[config.mk]
export PLATFORM = sky130hd
export DESIGN_NAME = mem_port_arbiter
export DESIGN_NICKNAME = d
export VERILOG_FILES = /design/src/rtl/mem_arb_pkg.sv /design/src/rtl/arb_age_picker.sv /design/src/rtl/mem_port_arbiter.sv
export SDC_FILE = /design/constraint.sdc
export NUM_CORES = 1
export LEC_CHECK = 0
export BUFFER_PORTS_ARGS = -buffer_cell sky130_fd_sc_hd__buf_4
export CORE_MARGIN = 3
export CORE_UTILIZATION = 28
export DETAILED_ROUTE_END_ITERATION = 16
export SETUP_SLACK_MARGIN = 0.4
export SLEW_MARGIN = 0
export SYNTH_ARGS = -nofsm -noshare
export SYNTH_HDL_FRONTEND = slang
export SYNTH_SLANG_ARGS = --single-unit
[constraint.sdc]
create_clock -name clock -period 2.2 [get_ports clock]
set_clock_uncertainty 0.05 [all_clocks]
set_input_delay 0.33 -clock clock [delete_from_list [all_inputs] [get_ports clock]]
set_output_delay 0.33 -clock clock [all_outputs]
set_load 0.05 [all_outputs]
[src/rtl/mem_arb_pkg.sv]
// Shared definitions for the memory port arbiter.
// State encoding, default widths and requester indices.
package mem_arb_pkg;

  typedef enum logic [1:0] {
    S_IDLE,
    S_ISSUE,
    S_WAIT,
    S_DONE
  } arb_state_e;

  localparam int AW_DEF = 12;
  localparam int DW_DEF = 32;

  localparam int REQ_DATA  = 0;
  localparam int REQ_FETCH = 1;
  localparam int REQ_DEBUG = 2;

  // Age counters hold values 0..15.
  localparam int AGE_W = 4;

endpackage

[src/rtl/arb_age_picker.sv]
// Age counters plus winner select for the memory port arbiter.
// Ports: clk/rst_n, i_arb (arbitration edge), i_req; o_win one-hot, o_any.
module arb_age_picker
  import mem_arb_pkg::*;
#(
  parameter int N      = 3,
  parameter int STARVE = 4
) (
  input  logic         clk,
  input  logic         rst_n,
  input  logic         i_arb,
  input  logic [N-1:0] i_req,
  output logic [N-1:0] o_win,
  output logic         o_any
);

  logic [AGE_W-1:0] r_age [N];
  logic [N-1:0]     w_starve;
  logic [N-1:0]     w_pool;

  always_comb begin
    w_starve = '0;
    for (int i = 0; i < N; i++) begin
      w_starve[i] = i_req[i] &&
                    (r_age[i] == AGE_W'(STARVE));
    end
    // Starved requesters form their own class.
    w_pool = (|w_starve) ? w_starve : i_req;
    // Isolate lowest set bit: lowest index wins.
    o_win  = w_pool & (~w_pool + 1'b1);
  end

  assign o_any = |i_req;

  always_ff @(posedge clk or negedge rst_n) begin
    if (!rst_n) begin
      for (int i = 0; i < N; i++) begin
        r_age[i] <= '0;
      end
    end else if (i_arb) begin
      for (int i = 0; i < N; i++) begin
        if (!i_req[i] || o_win[i]) begin
          r_age[i] <= '0;
        end else if (r_age[i] != AGE_W'(STARVE)) begin
          r_age[i] <= r_age[i] + 1'b1;
        end
      end
    end
  end

endmodule

[src/rtl/mem_port_arbiter.sv]
// Shares one single-port memory between N requesters, one access at a time.
// Ports: req/we/addr/wdata in, gnt/done/rdata/busy out, mem_* to memory.
module mem_port_arbiter
  import mem_arb_pkg::*;
#(
  parameter int N      = 3,
  parameter int AW     = AW_DEF,
  parameter int DW     = DW_DEF,
  parameter int RD_LAT = 1,
  parameter int STARVE = 4
) (
  input  logic            clock,
  input  logic            reset_n,
  input  logic [N-1:0]    req,
  input  logic [N-1:0]    we,
  input  logic [N*AW-1:0] addr,
  input  logic [N*DW-1:0] wdata,
  output logic [N-1:0]    gnt,
  output logic [N-1:0]    done,
  output logic [DW-1:0]   rdata,
  output logic            busy,
  output logic [AW-1:0]   mem_addr,
  output logic            mem_write,
  output logic [DW-1:0]   mem_wdata,
  input  logic [DW-1:0]   mem_rdata
);

  localparam int IW = (N > 1) ? $clog2(N) : 1;

  arb_state_e    r_state;
  logic [N-1:0]  r_win;
  logic [N-1:0]  r_gnt;
  logic [N-1:0]  r_done;
  logic          r_we;
  logic [2:0]    r_cnt;
  logic [DW-1:0] r_rdata;
  logic [AW-1:0] r_mem_addr;
  logic          r_mem_write;
  logic [DW-1:0] r_mem_wdata;

  logic          w_arb;
  logic [N-1:0]  w_win;
  logic          w_any;
  logic [IW-1:0] w_idx;

  assign w_arb = (r_state == S_IDLE) ||
                 (r_state == S_DONE);

  arb_age_picker #(
    .N      (N),
    .STARVE (STARVE)
  ) u_pick (
    .clk   (clock),
    .rst_n (reset_n),
    .i_arb (w_arb),
    .i_req (req),
    .o_win (w_win),
    .o_any (w_any)
  );

  always_comb begin
    w_idx = '0;
    for (int i = 0; i < N; i++) begin
      if (w_win[i]) begin
        w_idx = IW'(i);
      end
    end
  end

  always_ff @(posedge clock or negedge reset_n) begin
    if (!reset_n) begin
      r_state     <= S_IDLE;
      r_win       <= '0;
      r_gnt       <= '0;
      r_done      <= '0;
      r_we        <= 1'b0;
      r_cnt       <= '0;
      r_rdata     <= '0;
      r_mem_addr  <= '0;
      r_mem_write <= 1'b0;
      r_mem_wdata <= '0;
    end else begin
      r_gnt       <= '0;
      r_done      <= '0;
      r_mem_write <= 1'b0;
      unique case (r_state)
        S_IDLE, S_DONE: begin
          if (w_any) begin
            r_state     <= S_ISSUE;
            r_win       <= w_win;
            r_gnt       <= w_win;
            r_we        <= we[w_idx];
            r_mem_write <= we[w_idx];
            r_mem_addr  <= addr[w_idx*AW +: AW];
            r_mem_wdata <= wdata[w_idx*DW +: DW];
          end else begin
            r_state <= S_IDLE;
          end
        end
        S_ISSUE: begin
          r_cnt <= '0;
          if (r_we) begin
            r_state <= S_DONE;
            r_done  <= r_win;
          end else begin
            r_state <= S_WAIT;
          end
        end
        S_WAIT: begin
          if (r_cnt == 3'(RD_LAT - 1)) begin
            r_rdata <= mem_rdata;
            r_state <= S_DONE;
            r_done  <= r_win;
          end else begin
            r_cnt <= r_cnt + 1'b1;
          end
        end
        default: r_state <= S_IDLE;
      endcase
    end
  end

  assign gnt       = r_gnt;
  assign done      = r_done;
  assign rdata     = r_rdata;
  assign busy      = (r_state != S_IDLE);
  assign mem_addr  = r_mem_addr;
  assign mem_write = r_mem_write;
  assign mem_wdata = r_mem_wdata;

endmodule

Yosys cells after proc, flatten, opt, wreduce, memory -nomap -nowiden. Cells that the tools add are included.

Bits of input ports: 172. Word-level logic and storage cells: 85. Flip-flop bits (word level): 104. Output and inout port bits: 84.

Add/sub/neg operators: 5. Equal/unequal tests: 11. Shift-type cells: 2. Multipliers: 1. Mux-type cells: 24. Reduce and logical (&&, ||, !) cells: 26. $lt $le $gt $ge: 1. Bitwise logic cells: 2.

Operators with widths (number): 96-bit by 8-bit variable part select with 32-bit output (1); 36-bit by 7-bit variable part select with 12-bit output (1); 4-bit 2-to-1 mux (6); 3-bit 2-to-1 mux (6); 4-bit by 1-bit adder with 4-bit output (second input constant) (3); 4-bit by 3-bit equality test with 1-bit output (second input constant) (3); 4-bit by 3-bit inequality test with 1-bit output (second input constant) (3); 3-bit one-hot mux with 2 select lines (2); 2-bit AND reduction (6); 2-bit nonzero test (5); 3-bit by 1-bit adder with 3-bit output (second input constant) (2); 1-bit 2-to-1 mux (6); 2-bit one-hot mux with 3 select lines (1); 3-bit OR reduction (2); 2-bit equality test (second input constant) (2); 1-bit logical OR (4); 2-bit by 2-bit multiplier with 4-bit output (second input constant) (1); 2-bit 2-to-1 mux (2); 2-bit inequality test (second input constant) (2); 3-bit AND (1); 1-bit logical AND (3); 1-bit zero test (3); 3-bit zero test (1); 2-bit by 3-bit less-than comparator with 1-bit output (second input constant) (1); 5 further kinds (5).

Longest topological paths before layout.
Depth after elaboration: 13. Depth in mapped cells: 9. Mapped depth without buffers: 7.

By module. A second synthesis with hierarchy kept.

Cells, all modules: 463. Area, all modules: 5318.9 um2.

By module, submodules not included: mem_port_arbiter (times used 1, seq. area each 2302.2 um2, area each 4516.8 um2, cells an instance 376); arb_age_picker (times used 1, seq. area each 300.3 um2, area each 802.0 um2, cells an instance 87).

Worst setup path before layout. OpenSTA, ideal clock, no wires.

Path type: register to register. Start point: register u_pick.r_age[4] (netlist name). End point: register r_mem_addr[3] (netlist: mem_addr[3]). Period minus slack after synthesis: 1879 ps. Setup time: 132 ps. Arrival: 1697 ps. Data required time: 2018 ps. Path buffers: 3. Cell stages (with the launch flop): 10. Slack: 321 ps. Cell sequence: dfrtp_1 > inv_1 > ha_1 > and4b_1 > buf_6 > o21ai_2 > buf_6 > buf_6 > mux2i_1 > o21ai_1.

Longest elaborated chain between the ends: 11.

Ends and longest elaborated chain: from (decl) (RTL line arb_age_picker.sv:17) `logic [AGE_W-1:0] r_age [N];`; from (signal, indexed assignment) (RTL line arb_age_picker.sv:45) `r_age[i] <= r_age[i] + 1'b1;`; 4-bit by 3-bit equality test with 1-bit output (*) (RTL line arb_age_picker.sv:25) `(r_age[i] == AGE_W'(STARVE));`; 1-bit logical AND (*) (RTL line arb_age_picker.sv:24) `w_starve[i] = i_req[i] &&`; 3-bit OR reduction (RTL line arb_age_picker.sv:28) `w_pool = (|w_starve) ? w_starve : i_req;`; 3-bit 2-to-1 mux (*) (RTL line arb_age_picker.sv:28); 3-bit NOT (RTL line arb_age_picker.sv:30) `o_win = w_pool & (~w_pool + 1'b1);`; 3-bit by 1-bit adder with 3-bit output (RTL line arb_age_picker.sv:30); 3-bit AND (*) (RTL line arb_age_picker.sv:30); 1-bit 2-to-1 mux (RTL line mem_port_arbiter.sv:64) `if (w_win[i]) begin`; 2-bit 2-to-1 mux (*) (RTL line mem_port_arbiter.sv:64); 2-bit by 2-bit multiplier with 4-bit output (*) (RTL line mem_port_arbiter.sv:94) `r_mem_addr <= addr[w_idx*AW +: AW];`; 36-bit by 7-bit variable part select with 12-bit output (*) (RTL line mem_port_arbiter.sv:94); to (signal assigned) (RTL line mem_port_arbiter.sv:94); to (decl) (RTL line mem_port_arbiter.sv:37) `logic [AW-1:0] r_mem_addr;`.

Every way passes the cells marked *; elsewhere a longest branch is shown, timed or not. A chain may end at the register's enable or synchronous reset.

Final worst setup path.
Start point: register u_pick.r_age[0] (netlist name). End point: register r_we.

Longest elaborated chain between the ends: 11.

Ends and longest elaborated chain: 4-bit by 3-bit equality test with 1-bit output (*) (RTL line arb_age_picker.sv:25); 1-bit logical AND (*) (RTL line arb_age_picker.sv:24); 3-bit OR reduction (RTL line arb_age_picker.sv:28); 3-bit 2-to-1 mux (*) (RTL line arb_age_picker.sv:28); 3-bit NOT (RTL line arb_age_picker.sv:30); 3-bit by 1-bit adder with 3-bit output (RTL line arb_age_picker.sv:30); 3-bit AND (*) (RTL line arb_age_picker.sv:30); 1-bit 2-to-1 mux (RTL line mem_port_arbiter.sv:64); 2-bit 2-to-1 mux (*) (RTL line mem_port_arbiter.sv:64); 1-bit binary-select mux with 2-bit select (*) (RTL line mem_port_arbiter.sv:92) `r_we <= we[w_idx];`; 1-bit 2-to-1 mux (not written as such) (*) (RTL line mem_port_arbiter.sv:92); to (signal assigned) (RTL line mem_port_arbiter.sv:92); to (decl) (RTL line mem_port_arbiter.sv:34) `logic r_we;`.

Every way passes the cells marked *; elsewhere a longest branch is shown, timed or not. The select of a mux whose other input is x is not followed.

==> summary.txt <==
Placed design
  – Post-DP HPWL: roughly 11000 um
  – PortBufs: about 260
  – Post-DP Area: 0.00714 mm2
  – GP Congestion: approximately 0.86

Power
  – Leak pwr: 3.99 nW
  – Reg power frac: 0.256
  – Peak supply drop: just over 0.0008 V
  – Internal power: roughly 6.7 mW
  – Sw Pwr: 6.19 mW
  – Comb power frac: 0.618
  – Power density cells: roughly 1600 mW/mm2
  – Net Sw Frac: 0.480
  – Clock power share: 0.126

Clock tree
  – Clk_lat worst skew: between 0.3 and 0.4 ns
  – Clock-pin slew on the worst setup and hold paths: 0.07 ns
  – Root Driver: clkbuf_16
  – Clock Sinks: between 100 and 150
  – Htree depth: 3
  – Num CTS Buffers: 9
  – Longest Clk Path Bufs: 2
  – CTS tree: built

Floorplanning
  – Core area: around 0.017 mm2
  – Die Y: 139 um
  – Row count: between 40 and 50
  – Die area: 0.0192 mm2
  – Die width: between 100 and 150 um
  – I/O pin cnt: 256
  – Initial Util: 0.291

Yosys
  – Leading area contributor after synthesis: dfrtp_1
  – Post-synth EDFFs: 0
  – Syn Nets: between 500 and 600
  – Top cell type's share of synthesized area: 0.529
  – Post-synthesis sequential area ratio: 0.529
  – Number of synthesized register bits: around 100
  – Most used DFF post-synth: dfrtp_1
  – Syn Area/Cell: 11.8 um2
  – Post-synth ARST share: 1.00
  – Mapped cell area: 0.00492 mm2
  – Synth unique cells: 45
  – Ys Warns: 0
  – Cells after Synth: between 400 and 500
  – Top cells by area, synth: dfrtp_1 53%, mux2i_1 9.4%, mux2_2 7.6%, a22oi_1 6.7%, o21ai_0 3.8%

Timing
  – Tmin final: around 2.0 ns
  – Final Max Slew Viols: 0
  – Slew margin rel.: 0.757
  – Final hold violations: 0
  – Fmax: 0.511 GHz
  – # setup viols final: 0
  – Actual slew at the worst max-slew pin: around 0.36 ns
  – Worst hold slack: about 0.16 ns
  – Fin Setup TNS: 0 ns
  – Period utilization: 0.890
  – Unrepaired setup endpoints after global routing: yes

Cells and area
  – Most common cell after layout, fill and taps aside: buf_4
  – Final instance area: between 0.008 and 0.009 mm2
  – Share of cells above drive strength 1: 0.534
  – Most frequent cells in the layout: 276 x buf_4, 104 x dfrtp_1, 43 x mux2i_1, 43 x a22oi_1, 40 x o21ai_1
  – Area grow syn2layout: 63.5%
  – Util after Layout: 0.476
  – Final #Nets: slightly below 900
  – ANT cells: 0

Critical path
  – CP Max Fanout: 8
  – CP required: roughly 2.4 ns
  – CP endpoint kind: register
  – Worst path arrival time: between 2 and 2.5 ns
  – Type of origin of the critical path: register
  – Kind of critical path: register to register

Route
  – Initial drt markers: about 150
  – Drt first pass iters: 4
  – DR vias: about 4.5k
  – Vias per inst: a little under 5
  – Post-route antenna net violation count: 0
  – Drt wl/cell: ~18 um
  – DRC viols: 0
  – Routed wire length: between 15000 and 20000 um

GRT
  – Grt total ovfl: 0
  – GRT Resource Usage Total: 0.164
  – Number of global-route vias before repair: approximately 4.8k
  – First-pass GRT wire length: 25300 um
  – Largest net degree at the start of global routing: 49
  – Antenna violations before repair: 0

Hold path
  – Tightest Hold Check Type: primary input to register

Job
  – Max Cap Viol: 0

Outcome
  – Outcome: finished, final reports clean
## synthesized netlist by cell type (2+ instances only)
cell	number
inv_1	12
or4_1	2
a22oi_1	44
a21o_1	5
nand2_1	18
clkbuf_1	12
and2_1	4
nor4bb_1	2
mux2_2	33
nor2b_1	3
o21ai_0	37
dfrtp_1	104
buf_4	2
and4b_1	2
buf_6	5
a22o_1	2
nand2b_1	5
o31ai_1	3
buf_2	6
nand4_1	2
nand3_1	6
a21oi_1	5
ha_1	11
mux2i_1	46
o21ai_1	18
nor2_1	8
## area by class of cell
class	count	area, um2
clock inverter	5	65.1
sequential	104	2600
multi-input combinational	274	2250
timing repair buffer	301	2570
clock buffer	10	229
tap	220	275
inverter	12	45.0
fill	1538	8840
## layer usage
metal,global-route usage,part of all wire,vias up
li1,-,-,2101
met1,0.187,0.39,2167
met2,0.290,0.52,212
met3,0.0515,0.076,27
met4,0.0608,0.021,0
met5,0,0,-
## path summary, 6_finish.rpt
path / slack, ns / depth (start not counted) / startpoint / end
max in group asynchronous: 1.20 / 3 / reset_n / mem_wdata[30]
setup reg to reg: 0.24 / 9 / u_pick.r_age[0] / r_we
setup / recovery: 0.24 / 9 / u_pick.r_age[0] / r_we
hold / removal: 0.16 / 3 / wdata[74] / mem_wdata[10]
hold reg to reg: 0.42 / 1 / r_win[2] / r_win[2]
min in group asynchronous: 0.36 / 2 / reset_n / gnt[0]
## per-stage QoR
stage          std cells  setup WS, ns  power, mW
3_3_place_gp         876         0.127       10.5
5_1_grt              926         0.146       13.7
4_1_cts              920         0.260       12.8
3_5_place_dp         876         0.109       10.6
2_1_floorplan        416         0.361       8.24
6_report             926         0.242       12.9
## logic make-up after synthesis
group / after synthesis / share of synthesized area
compound gates: 122 / 0.159
xor+xnor: 1 / 0.00178
fa+ha+maj: 11 / 0.0280
buf+inv: 38 / 0.0400
flops: 104 / 0.529
mux: 79 / 0.169
simple gates: 61 / 0.0725
## sequential cells by signal, indices dropped and copies added, names as in the netlist
name	count
r_cnt	3
gnt	3
r_we	1
r_win	3
r_state	2
mem_wdata	32
done	3
rdata	32
mem_addr	12
mem_write	1
u_pick.r_age	12
## what timing repair did
action                                  in CTS  in global routing
cloned                                       5                  2
endpoints found under the hold margin       14                  0
buffers inserted                            23                  4
resized for setup                           34                 32
pin swaps                                    7                  6
endpoints found under the setup margin      53                 94
hold buffers                                 1                  0
## power groups by stage
stage               sequential [mW]  combinational [mW]  clock (mW)
floorplan                      5.84                2.40           0
CTS                            3.30                7.83        1.69
detailed placement             3.33                7.31           0
finish                         3.30                7.98        1.63
global route                   3.40                8.48        1.77
global placement               3.32                7.16           0
## critical path: stages (launching register included)
cell,delay (ns)
dfrtp_1,0.40
inv_2,0.07
ha_1,0.14
and4b_4,0.30
nor3b_4,0.07
o21ai_4,0.17
buf_12,0.18
buf_12,0.12
mux2i_4,0.23
a31oi_1,0.10
(Power assumes the default switching activity.)
